<file path="src/rtl/pic_pkg.sv">
// Shared definitions for the interrupt controller slice.
//   ack_state_t      : acknowledge sequencer states
//   level_t          : 3-bit interrupt level (0..7)
//   SPURIOUS_LEVEL   : level reported when no request is present at acknowledge
//   onehot_to_level  : one-hot request/ISR vector -> level index
//   level_to_onehot  : level index -> one-hot vector
package pic_pkg;

  typedef enum logic [2:0] {
    ST_IDLE,
    ST_PENDING,
    ST_ACK1,
    ST_GAP,
    ST_ACK2
  } ack_state_t;

  typedef logic [2:0] level_t;

  localparam level_t SPURIOUS_LEVEL = 3'd7;

  function automatic level_t onehot_to_level(input logic [7:0] onehot);
    level_t lvl;
    lvl = '0;
    for (int i = 0; i < 8; i++) begin
      if (onehot[i]) lvl = level_t'(i);
    end
    return lvl;
  endfunction

  function automatic logic [7:0] level_to_onehot(input level_t lvl);
    return 8'b1 << lvl;
  endfunction

endpackage

</file>
<file path="src/rtl/isr_priority_encoder.sv">
// Picks the highest-priority set bit of the in-service register under the
// current rotation. Priority runs from priority_ptr+1 (highest) around to
// priority_ptr (lowest), modulo 8.
//   isr            : in-service bits
//   priority_ptr   : current lowest-priority level
//   highest_onehot : one-hot winner, zero when isr is empty
module isr_priority_encoder
  import pic_pkg::*;
(
  input  logic [7:0] isr,
  input  level_t     priority_ptr,
  output logic [7:0] highest_onehot
);

  logic   w_found;
  level_t w_idx;

  always_comb begin
    // NOTE: every output of a combinational block gets a default first;
    // a path that leaves one unassigned would infer a latch.
    highest_onehot = '0;
    w_found        = 1'b0;
    w_idx          = priority_ptr;
    for (int k = 1; k <= 8; k++) begin
      w_idx = level_t'(priority_ptr + k);
      if (!w_found && isr[w_idx]) begin
        highest_onehot[w_idx] = 1'b1;
        w_found               = 1'b1;
      end
    end
  end

endmodule

</file>
<file path="src/rtl/in_service_ack_control.sv">
// In-service register and INTA acknowledge sequencer.
// Tracks the two-pulse INTA handshake, sets/clears ISR bits, handles
// specific/non-specific/automatic EOI with optional priority rotation and
// drives the vector byte during the second acknowledge pulse.
//   interrupt                : one-hot winning request (0 = none)
//   inta_n                   : acknowledge, active-low, synchronous to clk
//   eoi_valid/specific/level : end-of-interrupt command strobe
//   rotate_on_eoi, auto_eoi  : EOI mode controls
//   vector_base              : vector bits T7..T3
//   int_out                  : request to CPU
//   in_service_register      : ISR bits
//   highest_level_in_service : one-hot highest ISR bit under rotation
//   clear_irr                : one-cycle pulse for the acknowledged IRR bit
//   data_out, data_out_en    : vector byte and its bus enable
module in_service_ack_control
  import pic_pkg::*;
#(
  parameter int LOWEST_PRIO_RESET = 7
) (
  input  logic       clk,
  input  logic       reset_n,
  input  logic [7:0] interrupt,
  input  logic       inta_n,
  input  logic       eoi_valid,
  input  logic       eoi_specific,
  input  logic [2:0] eoi_level,
  input  logic       rotate_on_eoi,
  input  logic       auto_eoi,
  input  logic [4:0] vector_base,
  output logic       int_out,
  output logic [7:0] in_service_register,
  output logic [7:0] highest_level_in_service,
  output logic [7:0] clear_irr,
  output logic [7:0] data_out,
  output logic       data_out_en
);

  ack_state_t r_state;
  logic [7:0] r_isr;
  level_t     r_ptr;
  level_t     r_level;
  logic       r_spurious;
  logic       r_inta_n_d;
  logic       r_int_out;
  logic [7:0] r_clear_irr;
  logic [7:0] r_data_out;
  logic       r_data_out_en;

  logic       w_fall;
  logic       w_rise;
  logic       w_has_int;
  level_t     w_int_level;
  logic [7:0] w_highest;
  logic [7:0] w_eoi_clr;
  logic       w_eoi_rot;
  level_t     w_eoi_rot_lvl;
  logic       w_ack_take;
  logic [7:0] w_ack_set;
  logic       w_auto_done;
  logic [7:0] w_auto_clr;

  isr_priority_encoder u_isr_priority_encoder (
    .isr            (r_isr),
    .priority_ptr   (r_ptr),
    .highest_onehot (w_highest)
  );

  always_comb begin
    w_fall      = r_inta_n_d & ~inta_n;
    w_rise      = ~r_inta_n_d & inta_n;
    w_has_int   = |interrupt;
    w_int_level = onehot_to_level(interrupt);

    w_eoi_clr     = '0;
    w_eoi_rot     = 1'b0;
    w_eoi_rot_lvl = eoi_level;
    if (eoi_valid) begin
      if (eoi_specific) begin
        w_eoi_clr = level_to_onehot(eoi_level);
        w_eoi_rot = rotate_on_eoi;
      end else if (|w_highest) begin
        w_eoi_clr     = w_highest;
        w_eoi_rot     = rotate_on_eoi;
        w_eoi_rot_lvl = onehot_to_level(w_highest);
      end
    end

    // Auto-EOI without rotation never needs the bit, so it is not set at all.
    w_ack_take = (r_state == ST_PENDING) && w_fall && w_has_int;
    w_ack_set  = (w_ack_take && !(auto_eoi && !rotate_on_eoi))
                 ? level_to_onehot(w_int_level) : '0;

    w_auto_done = (r_state == ST_ACK2) && w_rise && auto_eoi && !r_spurious;
    w_auto_clr  = w_auto_done ? level_to_onehot(r_level) : '0;
  end

  assign int_out                  = r_int_out;
  assign in_service_register      = r_isr;
  assign highest_level_in_service = w_highest;
  assign clear_irr                = r_clear_irr;
  assign data_out                 = r_data_out;
  assign data_out_en              = r_data_out_en;

  // NOTE: sequential state uses non-blocking assignments so every register
  // samples the pre-edge values, independent of statement order.
  always_ff @(posedge clk) begin
    if (!reset_n) begin
      r_state       <= ST_IDLE;
      r_isr         <= '0;
      r_ptr         <= level_t'(LOWEST_PRIO_RESET);
      r_level       <= '0;
      r_spurious    <= 1'b0;
      r_inta_n_d    <= 1'b1;
      r_int_out     <= 1'b0;
      r_clear_irr   <= '0;
      r_data_out    <= '0;
      r_data_out_en <= 1'b0;
    end else begin
      r_inta_n_d  <= inta_n;
      // Clear before set: an ISR set in the same cycle as an EOI wins.
      r_isr       <= (r_isr & ~(w_eoi_clr | w_auto_clr)) | w_ack_set;
      r_clear_irr <= w_ack_take ? level_to_onehot(w_int_level) : '0;

      // An auto-EOI rotation takes precedence over a coincident EOI command.
      if (w_auto_done && rotate_on_eoi) r_ptr <= r_level;
      else if (w_eoi_rot)               r_ptr <= w_eoi_rot_lvl;

      case (r_state)
        ST_IDLE: begin
          if (w_has_int) begin
            r_state   <= ST_PENDING;
            r_int_out <= 1'b1;
          end
        end
        ST_PENDING: begin
          if (w_fall) begin
            r_state    <= ST_ACK1;
            r_level    <= w_has_int ? w_int_level : SPURIOUS_LEVEL;
            r_spurious <= !w_has_int;
            r_int_out  <= 1'b1;
          end else if (!w_has_int) begin
            r_state   <= ST_IDLE;
            r_int_out <= 1'b0;
          end
        end
        ST_ACK1: begin
          if (w_rise) r_state <= ST_GAP;
        end
        ST_GAP: begin
          if (w_fall) begin
            r_state       <= ST_ACK2;
            r_int_out     <= 1'b0;
            r_data_out    <= {vector_base, r_level};
            r_data_out_en <= 1'b1;
          end
        end
        ST_ACK2: begin
          if (w_rise) begin
            r_state       <= ST_IDLE;
            r_data_out    <= '0;
            r_data_out_en <= 1'b0;
          end else begin
            r_data_out <= {vector_base, r_level};
          end
        end
        default: begin
          r_state       <= ST_IDLE;
          r_int_out     <= 1'b0;
          r_data_out    <= '0;
          r_data_out_en <= 1'b0;
        end
      endcase
    end
  end

endmodule

</file>
<file path="config.mk">
export PLATFORM = sky130hd
export DESIGN_NAME = in_service_ack_control
export DESIGN_NICKNAME = d
export VERILOG_FILES = /design/src/rtl/pic_pkg.sv /design/src/rtl/isr_priority_encoder.sv /design/src/rtl/in_service_ack_control.sv
export SDC_FILE = /design/constraint.sdc
export NUM_CORES = 1
export LEC_CHECK = 0
export BUFFER_PORTS_ARGS = -buffer_cell sky130_fd_sc_hd__buf_2
export CORE_MARGIN = 2
export CORE_UTILIZATION = 61
export DETAILED_ROUTE_END_ITERATION = 12
export PLACE_DENSITY = 0.86
export SLEW_MARGIN = 20
export SYNTH_ARGS = -nofsm -noshare
export SYNTH_HDL_FRONTEND = slang
export SYNTH_SLANG_ARGS = --single-unit
</file>
<file path="constraint.sdc">
create_clock -name clk -period 8.6 [get_ports clk]
set_clock_uncertainty 0.1 [all_clocks]
set_input_delay 0.86 -clock clk [delete_from_list [all_inputs] [get_ports clk]]
set_output_delay 0.86 -clock clk [all_outputs]
set_load 0.05 [all_outputs]
</file>
**After elaboration in Yosys (flattened, before gate mapping)**

Index checks and enable logic that the tools add are counted.

- Bits in registers: 37
- Input bits: 23
- Output and inout port bits: 34
- Logic and storage cells: 202

- Add/sub/neg operators: 8
- $lt $le $gt $ge: 16
- Equal/unequal tests: 9
- Shifts and indexed selects: 3
- Mux-type cells: 93
- Bitwise gates (word level): 17
- Reduce and logical (&&, ||, !) cells: 46

Operator list:

| cell | number |
|---|---|
| $mux W8 | 15 |
| $mux W3 | 24 |
| $or A8 B8 Y8 | 9 |
| $mux W1 | 34 |
| $lt A3 B4 Y1 const B | 8 |
| $bmux W1 S3 | 8 |
| $demux W1 S3 | 8 |
| $ge A3 B1 Y1 const B | 8 |
| $pmux W8 S3 | 1 |
| $shl A1 B3 Y8 const A | 3 |
| $logic_and A1 B1 Y1 | 23 |
| $reduce_or A8 Y1 | 2 |
| $pmux W3 S5 | 1 |
| $add A3 B3 Y3 const B | 4 |
| $logic_not A1 Y1 | 11 |
| $and A8 B8 Y8 | 1 |
| $ne A2 B2 Y1 const B | 4 |
| $not A8 Y8 | 1 |
| $add A3 B1 Y3 const B | 2 |
| $add A3 B2 Y3 const B | 2 |
| $eq A3 B2 Y1 const B | 2 |
| $reduce_and A2 Y1 | 3 |
| $reduce_and A5 Y1 | 1 |
| $not A1 Y1 | 4 |
| other kinds (12) | 13 |

**Logic depth before layout (Yosys ltp)**

- Depth after elaboration: 37
- Mapped depth: 17
- Depth with buffers taken out: 12

**Modules after synthesis**

A second synthesis with hierarchy kept.

- Cell total of the unflattened synthesis: 350
- Area total of the unflattened synthesis: 3034.2 sq um

By module, submodules not included:

| module | times used | cells an instance | area an instance (sq um) |
|---|---|---|---|
| in_service_ack_control | 1 | 227 | 1949.4 |
| isr_priority_encoder | 1 | 123 | 1084.8 |

**Least setup slack after synthesis**

Ideal clock, no wire load.

- Path type: flip-flop to flip-flop
- Start: register r_ptr[2]
- End: register r_ptr[2]
- Arrival time: 4.103 ns
- Slack: 4.261 ns
- Stages on the path, launching flop included: 14
- Buffers on the path: 2
- Period minus slack after synthesis: 4.339 ns
- Cell sequence: dfxtp_1 > buf_2 > inv_1 > ha_1 > mux4_1 > buf_2 > and2_1 > o31ai_1 > o41ai_1 > nand4bb_1 > or2_1 > or2_4 > o41ai_4 > o311ai_1

- Elaborated cells on any way between the ends: 115

RTL lines:

| element | RTL line | RTL |
|---|---|---|
| start, declared | in_service_ack_control.sv:40 | `level_t r_ptr;` |
| start signal, assigned | in_service_ack_control.sv:110 | `r_ptr <= level_t'(LOWEST_PRIO_RESET);` |
| start signal, assigned | in_service_ack_control.sv:125 | `if (w_auto_done && rotate_on_eoi) r_ptr <= r_level;` |
| start signal, assigned | in_service_ack_control.sv:126 | `else if (w_eoi_rot) r_ptr <= w_eoi_rot_lvl;` |
| parallel branches: the longest is 24 deep, another holds $lt A3 B4 Y1 | - |  |
| $mux W8 (*) | isr_priority_encoder.sv:26 | `if (!w_found && isr[w_idx]) begin` |
| net highest_level_in_service[4] | in_service_ack_control.sv:32 | `output logic [7:0] highest_level_in_service,` |
| $mux W3 (4 in a row) | pic_pkg.sv:25 | `if (onehot[i]) lvl = level_t'(i);` |
| $mux W3 | in_service_ack_control.sv:81 | `end else if (\|w_highest) begin` |
| $mux W3 | in_service_ack_control.sv:78 | `if (eoi_specific) begin` |
| $mux W3 | in_service_ack_control.sv:77 | `if (eoi_valid) begin` |
| $mux W3 | in_service_ack_control.sv:126 |  |
| $mux W3 | in_service_ack_control.sv:125 |  |

Mark *: on every way through the listed nets, which the timed path passes. The select of a mux whose other input is x is not followed.
A chain may end at the register's enable or synchronous reset.

**Worst setup path after layout**

- Start: register r_ptr[1]
- End: output port highest_level_in_service[2]

- Longest elaborated chain between the ends: 25
- Elaborated cells on any way between the ends: 100

Ends and longest elaborated chain:

| element | RTL line |
|---|---|
| parallel branches: the longest is 24 deep, another holds $lt A3 B4 Y1 | - |
| $mux W8 (*) | isr_priority_encoder.sv:26 |
| end, declared | in_service_ack_control.sv:32 |

Mark *: on every way between the ends. The select of a mux whose other input is x is not followed.

==> results.cfg <==
[finish]
most_common_cell_after_layout_fill_and_taps_aside = buf_2
area_delta_synth_final_pct = 11.6
layout.filler_cells = 378
diodes = 0
fin_nets = 471
most-common-layout-cells = buf_2, nor2_1, dfxtp_1
finish.utilization = 0.708
drive_gt1_frac = 0.217
final_cell_area_um2 = 3620
area_of_the_multi_input_gates_um2 = 2310
seqCellArea_um2 = 741

[critical_path]
critical_path.n_buffers_inverters = 3
worst_ep_required_time_ns = 7.64
start_kind = register
endpoint_kind = output pin
critical-path-max-stage-delay_ns = 0.80
crit_top_cell = inv_1
critPathSlowestCell = dfxtp_1
crit_fanout = 16
critical_path.top_delay_family = multiplexers
worst_path_cell_chain = inv_1, ha_1, mux2_2, mux4_2, o32a_1, o32ai_1, a22oi_1, and3_1, inv_1, buf_2
critical_path_arrival_ns = 4.23
setup.worst_path.class = reg2out

[clocking]
tritoncts = built
cts_setup_buffers = 0
clock_latency_ns = 0.30
cts_max_level = 2
cts.root.buffer_cell = clkbuf_8
cts.hold.buffers_added = 0
clkTransAtPathRegs_ns = 0.08
clkSinkCount = 37
number_of_buffers_created_by_cts = 5
cts_resized = 0
cts_max_path_buffers = 2

[synthesis]
syn_nets = 430
synthDistinctLibCells = 75
synthDominantAreaCellType = dfxtp_1
syn-mean-instance-area_um2 = 8.08
ys_seq_elements = 37
synth_top_area_share = 0.228
synthFlopType = dfxtp_1
syn_inst = 401
async_s_r_ff_share_synth = 0
synth-edff-count = 0
synth_top_cells_by_area = dfxtp_1, nor2_1, mux4_2
mappedNetlistArea_um2 = 3240
yosysSeqAreaShare = 0.228
synthesis.yosys.warnings = 0

[power_and_ir_drop]
leakage_nw = 1.53
power.density_nw_per_um2 = 125
ir_drop_mv = 0.148

[global_routing]
antenna_found_initial = 0
pin_count_of_the_biggest_net_entering_global_routing = 36
grt_first_pass_wirelength_um = 17100
grt.total_usage = 0.363
globalRouteOverflowTotal = 0
grt_pass1_vias = 3462

[floorplan]
die_outline_area_um2 = 5910
pin_count = 57
core_um2 = 5110
effective_utilization_at_floorplan = 0.635
fp.dieW_um = 76.9
die_height_um = 76.9
std_cell_rows = 26

[place]
placer_congestion = 1.04
dp_hpwl_um = 7950
placed_cell_area_um2 = 3500
port_buffers = 56

[sta]
fmaxAchievable_mhz = 193
report.final.hold_viol_count = 0
final_period_minus_worst_setup_slack_ns = 5.19
rsz0062_at_grt = false
fin_tns_setup_ns = 0
finalSetupViolations = 0
slew_violations = 0
tightestPinTransition_ns = 0.896
worst_slew_margin_relative_to_its_limit = 0.397
fin_crit_sh = 0.603

[worst_hold_path]
holdCritPathClass = reg2reg

[routing]
drcViolationCount = 0
routed_wirelength_um = 10700
post_drt_wl_per_cell_um = 20.9
routed_via_density = 6.96
initialDrtViolationCount = 473
dr.pass1.iters = 5
routed-via-count = 3570
route.antenna.remaining_nets = 0

[run_status]
run_status = finished, final reports clean

[job]
cap_violations = 0
-- path summary, 6_finish.rpt --
path / startpoint / endpoint / slack [ns] / depth (start not counted)
setup / recovery: r_ptr[1] / highest_level_in_service[2] / 3.41 / 10
hold / removal: data_out_en / data_out_en / 0.39 / 2
setup reg to reg: r_ptr[1] / r_ptr[2] / 4.00 / 12
hold reg to reg: data_out_en / data_out_en / 0.39 / 2
-- flip-flops by register name (all words and copies together), names as in the netlist --
name / flops
clear_irr: 8
data_out: 8
in_service_register: 8
r_level: 3
r_ptr: 3
r_state: 3
data_out_en: 1
int_out: 1
r_inta_n_d: 1
r_spurious: 1
-- cell usage after synthesis (all sizes together), types with 9 or more instances --
cell type,count
nor2,44
dfxtp,37
nand2,32
a21oi,25
inv,18
o21ai,16
buf,13
nand3,13
nand2b,12
clkbuf,11
mux4,11
nor3,11
a22oi,10
nand4,10
mux2,9
nor2b,9
-- routing by layer --
layer	GRT usage	vias to the layer above	part of all wire
met5	0	-	0
met4	0.220	0	0.060
met3	0.0506	64	0.096
met2	0.632	306	0.49
met1	0.419	1599	0.36
li1	-	1601	-
-- stage by stage --
stage / power (mW) / hold slack, ns / cells / setup WS, ns
final: 0.451 / 0.386 / 513 / 3.41
after global routing: 0.465 / 0.435 / 513 / 3.22
after CTS: 0.447 / 0.391 / 513 / 3.48
after detailed placement: 0.297 / 0.372 / 505 / 3.79
after global placement: 0.296 / 0.362 / 505 / 3.94
after floorplan: 0.268 / 0.350 / 401 / 4.26
-- where the power goes --
part	internal [mW]	switching (mW)
Combinational	0.0380	0.0724
Clock	0.0869	0.0661
Sequential	0.176	0.0109
-- cell families (layout without fill, tap and decap cells) --
group | count (synthesis) | count (layout) | share of synthesized area
xor+xnor | 5 | 5 | 0.0158
buf+inv | 42 | 84 | 0.0579
flops | 37 | 37 | 0.228
compound gates | 113 | 113 | 0.252
mux | 28 | 28 | 0.139
fa+ha+maj | 6 | 6 | 0.0232
simple gates | 170 | 170 | 0.283
-- worst register-to-register path, stage by stage (launching register included) --
cell      delay (ns)
dfxtp_1         0.80
inv_1           0.20
ha_1            0.48
mux4_2          0.65
and2_1          0.19
o31a_1          0.27
a41oi_1         0.31
nand4_1         0.31
or2_1           0.35
or2_4           0.26
o41ai_4         0.38
nand2_1         0.09
o311ai_1        0.12
-- layout make-up --
cell class,instances,share of cell area
multi-input combinational,322,0.640
sequential,37,0.205
timing repair buffer,58,0.0816
tap,70,0.0242
clock buffer,5,0.0190
inverter,18,0.0187
clock inverter,3,0.0121
Power figures use the tool's default switching activity.
